### config.mk
export PLATFORM = sky130hd
export DESIGN_NAME = ifu_itcm_ctrl
export DESIGN_NICKNAME = d
export VERILOG_FILES = /design/src/rtl/ifu_itcm_ctrl.sv
export SDC_FILE = /design/constraint.sdc
export NUM_CORES = 1
export LEC_CHECK = 0
export BUFFER_PORTS_ARGS = -buffer_cell sky130_fd_sc_hd__buf_2
export CAP_MARGIN = 25
export CELL_PAD_IN_SITES_DETAIL_PLACEMENT = 1
export CELL_PAD_IN_SITES_GLOBAL_PLACEMENT = 2
export CORE_UTILIZATION = 32
export DETAILED_ROUTE_END_ITERATION = 8
export PLACE_DENSITY = 0.84
export SETUP_SLACK_MARGIN = 0.1
export SYNTH_ARGS = -nofsm -noshare
export SYNTH_HDL_FRONTEND = slang
export SYNTH_SLANG_ARGS = --single-unit
### constraint.sdc
create_clock -name clk -period 3.95 [get_ports clk]
set_clock_uncertainty 0.2 [all_clocks]
set_input_delay 0.1975 -clock clk [delete_from_list [all_inputs] [get_ports clk]]
set_output_delay 0.1975 -clock clk [all_outputs]
set_load 0.005 [all_outputs]
### src/rtl/ifu_itcm_ctrl.sv
`default_nettype none
//============================================================================
//  Module      : ifu_itcm_ctrl
//  Description : Instruction-fetch controller sitting directly in front of the
//                IFU fetch stage. Accepts fetch requests, reads a single-port
//                ITCM SRAM with 1-cycle read latency, and returns instructions
//                strictly in request order. A 2-entry response FIFO absorbs
//                IFU back-pressure; while the FIFO is empty the SRAM data is
//                bypassed straight to the response port (1-cycle latency,
//                1 instruction/cycle throughput).
//  Revision    : 1.0 - initial release
//----------------------------------------------------------------------------
//  Parameters
//    ITCM_AW        ITCM word-address width (2^ITCM_AW 32-bit words)
//    ITCM_BASE      ITCM byte base address, aligned to 2^(ITCM_AW+2)
//  Ports
//    clk            clock, rising edge
//    rst            synchronous, active-high reset
//    ifu_req_valid  fetch request valid
//    ifu_req_ready  controller can accept a request (registered state only)
//    ifu_req_pc     fetch byte address
//    ifu_rsp_valid  response valid (held with payload until accepted)
//    ifu_rsp_ready  IFU accepts the response
//    ifu_rsp_instr  fetched instruction
//    ifu_rsp_err    fetch fault; instruction is then a NOP
//    itcm_cs        SRAM read strobe
//    itcm_addr      SRAM word address
//    itcm_rdata     SRAM read data, valid the cycle after itcm_cs
//  Build option
//    ITCM_ERR_CHK_EN  when defined, misaligned or out-of-window fetches are
//                     faulted (no SRAM access, NOP returned with err=1).
//                     When undefined, address bits outside the word index
//                     are ignored and ifu_rsp_err is tied low.
//============================================================================

`ifndef PC_SIZE
`define PC_SIZE 32
`endif
`ifndef INSTR_SIZE
`define INSTR_SIZE 32
`endif
`ifndef INSTR_NOP
`define INSTR_NOP 32'h0000_0013
`endif

module ifu_itcm_ctrl #(
    parameter int                  ITCM_AW   = 14,
    parameter logic [`PC_SIZE-1:0] ITCM_BASE = 32'h8000_0000
) (
    input  logic                   clk,
    input  logic                   rst,

    input  logic                   ifu_req_valid,
    output logic                   ifu_req_ready,
    input  logic [`PC_SIZE-1:0]    ifu_req_pc,

    output logic                   ifu_rsp_valid,
    input  logic                   ifu_rsp_ready,
    output logic [`INSTR_SIZE-1:0] ifu_rsp_instr,
    output logic                   ifu_rsp_err,

    output logic                   itcm_cs,
    output logic [ITCM_AW-1:0]     itcm_addr,
    input  logic [`INSTR_SIZE-1:0] itcm_rdata
);

    localparam logic [`INSTR_SIZE-1:0] c_nop = `INSTR_NOP;

    //------------------------------------------------------------------------
    // State
    //------------------------------------------------------------------------
    logic                   r_inflight;      // SRAM read issued last cycle
    logic                   r_inflight_err;  // ...and it was a faulted request
    logic [1:0]             r_cnt;           // FIFO occupancy, 0..2
    logic                   r_rd_ptr;
    logic                   r_wr_ptr;
    logic [`INSTR_SIZE-1:0] r_fifo_instr [2];
    logic                   r_fifo_err   [2];

    //------------------------------------------------------------------------
    // Combinational signals
    //------------------------------------------------------------------------
    logic                   w_fault;
    logic                   w_req_fire;
    logic                   w_rsp_fire;
    logic [2:0]             w_occupancy;
    logic                   w_fifo_empty;
    logic [`INSTR_SIZE-1:0] w_d_instr;
    logic                   w_d_err;
    logic                   w_push;
    logic                   w_pop;
    logic [`INSTR_SIZE-1:0] w_rsp_instr;
    logic                   w_rsp_err;

    //------------------------------------------------------------------------
    // Fault detection
    //------------------------------------------------------------------------
`ifdef ITCM_ERR_CHK_EN
    assign w_fault = (ifu_req_pc[1:0] != 2'b00) |
                     (ifu_req_pc[`PC_SIZE-1:ITCM_AW+2] != ITCM_BASE[`PC_SIZE-1:ITCM_AW+2]);
`else
    // Aliasing build: only the word index selects the SRAM location.
    logic w_unused_pc;
    assign w_fault     = 1'b0;
    assign w_unused_pc = ^{ifu_req_pc[`PC_SIZE-1:ITCM_AW+2], ifu_req_pc[1:0],
                           ITCM_BASE, w_rsp_err};
`endif

    //------------------------------------------------------------------------
    // Request side
    //------------------------------------------------------------------------
    // Credit rule: every accepted request owns either a FIFO slot or the
    // bypass, so the FIFO can never overflow. Depends on registered state
    // only, keeping ifu_rsp_ready off the request-side timing path.
    assign w_occupancy   = {1'b0, r_cnt} + {2'b00, r_inflight};
    assign ifu_req_ready = (w_occupancy <= 3'd1);
    assign w_req_fire    = ifu_req_valid & ifu_req_ready;

    assign itcm_cs   = w_req_fire & ~w_fault;
    assign itcm_addr = ifu_req_pc[ITCM_AW+1:2];

    //------------------------------------------------------------------------
    // Response side
    //------------------------------------------------------------------------
    // Data returning this cycle for the request accepted last cycle. A
    // faulted request never touched the SRAM, so itcm_rdata is stale there.
    assign w_d_instr = r_inflight_err ? c_nop : itcm_rdata;
    assign w_d_err   = r_inflight_err;

    assign w_fifo_empty  = (r_cnt == 2'd0);
    assign ifu_rsp_valid = ~w_fifo_empty | r_inflight;
    assign w_rsp_fire    = ifu_rsp_valid & ifu_rsp_ready;

    // The FIFO head always takes precedence so that order is preserved;
    // returning data only bypasses when nothing older is waiting.
    always_comb begin
        w_rsp_instr = '0;
        w_rsp_err   = 1'b0;
        if (!w_fifo_empty) begin
            w_rsp_instr = r_fifo_instr[r_rd_ptr];
            w_rsp_err   = r_fifo_err[r_rd_ptr];
        end else if (r_inflight) begin
            w_rsp_instr = w_d_instr;
            w_rsp_err   = w_d_err;
        end
    end

    // Returning data is parked in the FIFO unless it leaves via the bypass
    // this very cycle. Once parked, the head replays the same payload, which
    // keeps the response stable while the IFU stalls.
    assign w_push = r_inflight & ~(w_fifo_empty & ifu_rsp_ready);
    assign w_pop  = ~w_fifo_empty & w_rsp_fire;

    assign ifu_rsp_instr = w_rsp_instr;
`ifdef ITCM_ERR_CHK_EN
    assign ifu_rsp_err   = w_rsp_err;
`else
    assign ifu_rsp_err   = 1'b0;
`endif

    //------------------------------------------------------------------------
    // Sequential state
    //------------------------------------------------------------------------
    always_ff @(posedge clk) begin
        if (rst) begin
            r_inflight     <= 1'b0;
            r_inflight_err <= 1'b0;
            r_cnt          <= 2'd0;
            r_rd_ptr       <= 1'b0;
            r_wr_ptr       <= 1'b0;
            for (int i = 0; i < 2; i++) begin
                r_fifo_instr[i] <= '0;
                r_fifo_err[i]   <= 1'b0;
            end
        end else begin
            r_inflight     <= w_req_fire;
            r_inflight_err <= w_req_fire & w_fault;

            if (w_push) begin
                r_fifo_instr[r_wr_ptr] <= w_d_instr;
                r_fifo_err[r_wr_ptr]   <= w_d_err;
                r_wr_ptr               <= ~r_wr_ptr;
            end
            if (w_pop) begin
                r_rd_ptr <= ~r_rd_ptr;
            end

            case ({w_push, w_pop})
                2'b10:   r_cnt <= r_cnt + 2'd1;
                2'b01:   r_cnt <= r_cnt - 2'd1;
                default: r_cnt <= r_cnt;
            endcase
        end
    end

endmodule

`default_nettype wire

==> results_dict.tcl, run 1 <==
set metrics [dict create \
    place_area_sq_um 3910 \
    unrepaired_setup_endpoints_after_global_routing "no" \
    cp_max_fo 46 \
    fin_nets 459 \
    max-cap-violations 0 \
    num_vias 2479 \
    slew-limit-headroom_pct 38.2 \
    global_route.usage.total_pct 14.1 \
    antenna-diode-count 0 \
    placement_rows 38 \
    timing_worst_slew_pin_value_ns 0.924 \
    cts_htree_levels 3 \
    die_area_sq_um 11700 \
    cts_tree "done" \
    critical_path.endpoint_type "output port" \
    routedWlPerCell_um 14.9 \
    final-setup-viol-count 0 \
    start_util_pct 33.1 \
    static-leakage-power_nw 1.77 \
    gp_congestion 0.725 \
    grt_max_degree 47 \
    clkTransAtPathRegs_ns 0.07 \
    multi_input_comb_area_sq_um 1310 \
    critical-path-top-delay-family "simple AND/OR/NAND/NOR gates" \
    main_synth_ff_type "sky130_fd_sc_hd__edfxtp_1" \
    globalRoute.totalOverflow 0 \
    syn_to_final_growth_pct 24.3 \
    clk_latency_ns 0.34 \
    final-max-slew-violation-count 0 \
    drt_pass1_iterations 4 \
    cp-start-kind "register" \
    clock_sink_count 70 \
    port-buffer-count 70 \
    setup_tns_ns 0 \
    critical-path-slowest-cell "sky130_fd_sc_hd__nor2_4" \
    ir_worst_vdd_mv 0.207 \
    cts_made_buffers 9 \
    post-dp-hpwl_um 4740 \
    die_h_um 108 \
    synth_seq_cells 70 \
    cts.hold.buffers_added 35 \
    synth_area_sq_um 3600 \
    cts_setup_buffers 0 \
    final_layout_size_suffix_gt1_share_pct 25.6 \
    timing.hold.worst.class "in2reg" \
    preCtsSetupSlack_ns 1.33 \
    count_of_flip_flops_with_a_built_in_enable_after_synthesis 64 \
    final_area_sq_um 4470 \
    crit_type "reg2out" \
    sequential_standard_cell_area_sq_um 2040 \
    fillers 1202 \
    grt_antenna_before_repair 0 \
    critical_path_required_ns 3.55 \
    yosys_warnings 0 \
    final_critical_path_setup_slack_ns 1.31 \
    critical_path.n_buffers_inverters 2 \
    worstPathCellList "nor2_4 -> buf_4 -> nand3_1 -> o21ai_0 -> buf_2" \
    worst_ep_arrival_time_ns 2.25 \
    detail-route-antenna-nets 0 \
    viasPerCell 4.67 \
    final.min_clock_period_ns 2.64 \
    final_hold_viol_count 0 \
    power.density_cell_area_nw_per_um2 503 \
    first_global_vias 2450 \
    mapped_nets 376 \
    synthesis.instances 303 \
    drt-initial-drc-count 59 \
    die_width_um 108 \
    fmax_ghz 0.378 \
    route.detailed.drc 0 \
    synth_async_sr_flop_share_pct 0 \
    boundaryPins 118 \
    outcome "complete, no violations" \
    cts_root_buf "sky130_fd_sc_hd__clkbuf_8" \
    min_period_over_period_pct 66.9 \
    netlist-cell-type-count 30 \
    drt_wl_total_um 7890 \
    core_box_area_sq_um 10900 \
    ctsLongestPathBuffers 2 \
    post_cts_gate_resize_count 0 \
    synth_seq_area_share_pct 56.7 \
    critPathMaxStageDelay_ns 0.76 \
    post_synth.cell_area_avg_sq_um 11.9 \
    wire_length_of_the_first_global_routing_pass_um 12100 \
]
[power breakdown]
| group | internal (W) | switching [W] | total [W] |
|---|---|---|---|
| sequential | 0.000899 | 0.0000646 | 0.000964 |
| clock | 0.000288 | 0.000260 | 0.000548 |
| combinational | 0.000324 | 0.000415 | 0.000738 |
| total | 0.00151 | 0.000739 | 0.00225 |
[flip-flops by register name, indices dropped and copies added (netlist names), named ones only]
name,count
r_cnt,2
r_fifo_instr,64
r_wr_ptr,1
r_inflight,1
r_rd_ptr,1
[cell usage after synthesis (all sizes together) (4+ instances only)]
master / n / share of area, %
buf: 25 / 5.7
edfxtp: 64 / 53
nand3: 32 / 4.4
nor2: 6 / 0.70
and2: 64 / 11
clkbuf: 12 / 1.3
dfxtp: 6 / 3.3
o21ai: 34 / 4.7
mux2i: 32 / 8.9
inv: 4 / 0.42
ha: 5 / 1.7
[layout by cell type (no fill, tap or decap), drive strengths merged, types with 2 or more instances in the layout]
cell,Yosys,layout
nor2b,2,2
dlygate4sd3,0,35
and2,64,64
o21ai,34,34
edfxtp,64,64
clkbuf,12,11
nand3,32,32
xor2,2,2
ha,5,5
clkinv,0,4
or3,2,2
mux2i,32,32
buf,25,74
inv,4,4
dfxtp,6,6
nand2,2,2
nor2,6,6
[metal layers]
layer | up-vias | track usage (%) | routed length, um
met5 | - | 0 | 0
met4 | 0 | 6.85 | 119
met3 | 11 | 2.89 | 247
met2 | 51 | 24.6 | 4000
met1 | 1197 | 16.4 | 3520
li1 | 1220 | - | -
[stage by stage]
stage,utilization (%),hold slack (ns),power [W],cells
2_1_floorplan,-,0.164,0.00142,303
3_5_place_dp,35.9,0.195,0.00168,479
3_3_place_gp,35.9,0.195,0.00166,479
4_1_cts,40.8,0.102,0.00226,530
5_1_grt,41.1,0.165,0.00239,531
6_report,41.1,0.117,0.00225,531
[worst paths after layout]
check | slack (ns) | cells past startpoint | endpoint | from
hold reg to reg | 0.31 | 2 | r_rd_ptr | r_rd_ptr
hold / removal | 0.12 | 4 | r_rd_ptr | ifu_rsp_ready
setup reg to reg | 1.33 | 8 | r_inflight | r_inflight
setup / recovery | 1.31 | 5 | ifu_rsp_instr[24] | r_cnt[1]
[worst register-to-register path: cells and delay by family (launching register included)]
| kind | cells | cell delay (ns) |
|---|---|---|
| AOI/OAI and AO/OA | 1 | 0.28 |
| and+or+nand+nor | 2 | 0.13 |
| buffers and inverters | 3 | 1.03 |
| adders and majority gates | 2 | 0.54 |
| DFF | 1 | 0.33 |
[area by class of cell]
| class | instances | area share, % |
|---|---|---|
| flip-flops and latches | 70 | 45.7 |
| well taps | 140 | 3.92 |
| multi-input cells | 192 | 29.2 |
| repair buffers | 109 | 16.8 |
| clock inverters | 5 | 1.12 |
| inverters | 4 | 0.336 |
| clock buffers | 11 | 2.94 |
[cell families after synthesis]
family / share of synthesized area [%]
multiplexers: 8.90
AND/OR/NAND/NOR: 18.9
flip-flops: 56.7
XOR/XNOR: 0.730
buffers and inverters: 7.40
adder cells (fa/ha/maj): 1.74
other: 0.104
AO/OA/AOI/OAI: 5.49
Power figures use the tool's default switching activity.
==> run 2: changes to the inputs <==
--- a/config.mk
+++ b/config.mk
@@ -5,13 +5,14 @@
 export SDC_FILE = /design/constraint.sdc
 export NUM_CORES = 1
 export LEC_CHECK = 0
+export ABC_AREA = 1
 export BUFFER_PORTS_ARGS = -buffer_cell sky130_fd_sc_hd__buf_2
 export CAP_MARGIN = 25
 export CELL_PAD_IN_SITES_DETAIL_PLACEMENT = 1
 export CELL_PAD_IN_SITES_GLOBAL_PLACEMENT = 2
-export CORE_UTILIZATION = 32
+export CORE_UTILIZATION = 29
 export DETAILED_ROUTE_END_ITERATION = 8
-export PLACE_DENSITY = 0.84
+export PLACE_DENSITY = 0.83
 export SETUP_SLACK_MARGIN = 0.1
 export SYNTH_ARGS = -nofsm -noshare
 export SYNTH_HDL_FRONTEND = slang
==> constraint.sdc (replaced) <==
create_clock -name clk -period 2.6 [get_ports clk]
set_clock_uncertainty 0.2 [all_clocks]
set_input_delay 0.13 -clock clk [delete_from_list [all_inputs] [get_ports clk]]
set_output_delay 0.13 -clock clk [all_outputs]
set_load 0.005 [all_outputs]
==> run 2 against run 1 <==
Compared with the run above:
- the flow now finishes with violations (design-rule violations)
- cell count grew 17%
- synthesized cell count grew 26%
- clock power grew 130%
- flip-flop and latch count is the same
- via count grew 13%
- power grew 68%
- largest cell class unchanged
- largest power group unchanged
==> results_dict.tcl, run 2 <==
set metrics [dict create \
    outcome "finished with violations" \
    violations "design-rule violations" \
    power.share.switching_pct 31.2 \
    syn_to_final_growth_pct 28.5 \
    drt_pass1_iterations 8 \
    largest_register_ffs 64 \
    boundaryPins 118 \
    route.detailed.drc 9 \
    largest_registers "r_fifo_instr (64), r_cnt (2)" \
    combinational_family_with_the_most_area_after_synthesis "simple AND/OR/NAND/NOR gates" \
    crit_type "reg2reg" \
    grt_antenna_before_repair 0 \
    layout.cells.most_common_list "138 x sky130_fd_sc_hd__nor2_1, 70 x sky130_fd_sc_hd__buf_2, 64 x sky130_fd_sc_hd__edfxtp_1" \
    power.clock.fraction_pct 33.7 \
    detail-route-antenna-nets 0 \
    timing.hold.worst.class "in2reg" \
    global_route.usage.total_pct 15.1 \
    globalRoute.totalOverflow 0 \
    final.min_clock_period_ns 2.29 \
    final_layout_size_suffix_gt1_share_pct 20.7 \
    setup_tns_ns 0 \
    top_register_by_number_of_flip_flops "r_fifo_instr" \
    gp_congestion 0.695 \
    viasPerCell 4.51 \
    core_box_area_sq_um 11600 \
    worst_ep_arrival_time_ns 2.35 \
    power.share.sequential_pct 36.9 \
    synth_area_sq_um 3520 \
    main_synth_ff_type "sky130_fd_sc_hd__edfxtp_1" \
    synthTopCellsByCount "138 x sky130_fd_sc_hd__nor2_1, 64 x sky130_fd_sc_hd__edfxtp_1, 51 x sky130_fd_sc_hd__o21ai_0" \
    yosys_warnings 0 \
    die_h_um 112 \
    ir_worst_vdd_mv 0.354 \
    synth_most_common_cell "sky130_fd_sc_hd__nor2_1" \
    fmax_ghz 0.437 \
    power_switching_w 0.00118 \
    critical_path.endpoint_type "register" \
    ctsLongestPathBuffers 2 \
    layout_commonest_cell "sky130_fd_sc_hd__nor2_1" \
    synth.largest_area_cell "sky130_fd_sc_hd__edfxtp_1" \
    final-max-slew-violation-count 0 \
    worstPathCellList "ha_1 -> inv_1 -> ha_1 -> inv_1 -> nand2_1 -> o21ai_0 -> nand2_1 -> nor2_1 -> dlygate4sd3_1" \
    cp_max_fo 5 \
    clk_latency_ns 0.33 \
    synth-adder-area-share_pct 1.78 \
    max-cap-violations 0 \
    unrepaired_setup_endpoints_after_global_routing "no" \
    cts_tree "done" \
    cts_made_buffers 9 \
    die_area_sq_um 12600 \
    synth-xor-area-share_pct 0 \
    placement_rows 39 \
    antenna-diode-count 0 \
    critical-path-slowest-cell "sky130_fd_sc_hd__dlygate4sd3_1" \
    post-dp-hpwl_um 5570 \
    routedWlPerCell_um 14.2 \
    fin_nets 546 \
    count_of_flip_flops_with_a_built_in_enable_after_synthesis 64 \
    clkTransAtPathRegs_ns 0.06 \
    post_synth.cell_area_avg_sq_um 9.24 \
    grt_max_degree 34 \
    synth_seq_area_share_pct 58.0 \
    synth_async_sr_flop_share_pct 0 \
    final-setup-viol-count 0 \
    die_width_um 112 \
    synthMuxAreaShare_pct 0 \
    first_global_vias 2955 \
    post_synthesis_simple_gate_area_fraction_pct 18.7 \
    cp-start-kind "register" \
    critical_path_required_ns 2.67 \
    power_frac_comb_pct 29.4 \
    drt_wl_total_um 8790 \
    cts_htree_levels 3 \
    synth_seq_cells 70 \
    clock_sink_count 70 \
    port-buffer-count 70 \
    leading_post_synthesis_cells_by_cell_area "sky130_fd_sc_hd__edfxtp_1 55%, sky130_fd_sc_hd__nor2_1 15%, sky130_fd_sc_hd__o21ai_0 7.2%, sky130_fd_sc_hd__inv_1 4.7%, sky130_fd_sc_hd__buf_4 4.5%" \
    synth_top_area_share_pct 54.6 \
    num_vias 2800 \
    cts_setup_buffers 0 \
    cts_root_buf "sky130_fd_sc_hd__clkbuf_16" \
    wire_length_of_the_first_global_routing_pass_um 14800 \
    mapped_nets 454 \
    start_util_pct 30.3 \
    synthesis.instances 381 \
    min_period_over_period_pct 87.9 \
    critPathMaxStageDelay_ns 0.55 \
    internal_power_w 0.00260 \
    power.density_cell_area_nw_per_um2 834 \
    fillers 1371 \
    final_hold_viol_count 0 \
    postLayoutCoreUtil_pct 39.0 \
    drt-initial-drc-count 106 \
    static-leakage-power_nw 2.03 \
    netlist-cell-type-count 19 \
    synth-compound-area-share_pct 9.52 \
]
==> run 2: cell count changes in the layout (fill, tap and decap cells not counted), sizes merged, moves of 2 or more <==
cell,delta
nor2,+133
and2,-64
inv,+40
mux2i,-32
o21ai,+32
nand3,-31
nand2,+16
buf,+7
nand4,+2
nor2b,-2
or3,-2
xor2,-2
==> run 2: final cells by class <==
type,count,area [sq um],share of cell area [%]
multi-input combinational,233,1060,23.4
timing repair buffer,115,773,17.1
inverter,44,165,3.65
clock inverter,6,76.3,1.69
tap,143,179,3.95
clock buffer,10,229,5.06
sequential,70,2050,45.2
==> run 2: timing repair <==
action                     4_1_cts  5_1_grt
resized for setup                0        2
setup endpoints to repair        0        2
hold buffers                    34        0
hold endpoints to repair        65        0
==> run 2: per-layer routing <==
layer  track usage [%]  wire length (um)
met2              26.5              4460
met4              4.80                72
met5                 0                 0
met1              18.3              3940
met3              3.46               317
==> run 2: path summary, 6_finish.rpt <==
| check | from | endpoint | slack [ns] | cells after the start |
|---|---|---|---|---|
| worst min register to register | r_rd_ptr | register | 0.31 | 2 |
| worst max-delay path | r_cnt[0] | r_inflight | 0.31 | 9 |
| worst max register to register | r_cnt[0] | r_inflight | 0.31 | 9 |
| worst min-delay path | ifu_rsp_ready | r_wr_ptr | 0.04 | 5 |
==> run 2: logic make-up after synthesis <==
logic type	count (synthesis)
AOI/OAI and AO/OA	67
adders and majority gates	5
buffers and inverters	78
DFF	70
other	1
and+or+nand+nor	160
==> run 2: power by group through the flow <==
stage | logic (W) | registers, W | clock network (W)
after global routing | 0.00127 | 0.00140 | 0.00136
after global placement | 0.00105 | 0.00141 | 0
final | 0.00111 | 0.00139 | 0.00127
after floorplan | 0.000711 | 0.00140 | 0
after CTS | 0.00113 | 0.00139 | 0.00130
after detailed placement | 0.00108 | 0.00141 | 0
==> run 2: critical path: cells and delay by family (launching register included) <==
kind / cells / cell delay [ns]
buffers and inverters: 3 / 0.67
adders and majority gates: 2 / 0.50
DFF: 1 / 0.44
and+or+nand+nor: 3 / 0.23
AOI/OAI and AO/OA: 1 / 0.20
==> run 2: through the flow <==
| stage | std cells | hold slack [ns] | cell area, sq um | power, W | worst slack (ns) |
|---|---|---|---|---|---|
| CTS | 621 | 0.0391 | 4520 | 0.00382 | 0.142 |
| global route | 621 | 0.0600 | 4530 | 0.00402 | 0.103 |
| finish | 621 | 0.0408 | 4530 | 0.00377 | 0.314 |
| detailed placement | 571 | 0.0600 | 3880 | 0.00249 | 0.584 |
| global placement | 571 | 0.0600 | 3880 | 0.00245 | 0.643 |
| floorplan | 381 | 0.00238 | 3520 | 0.00211 | 0.419 |
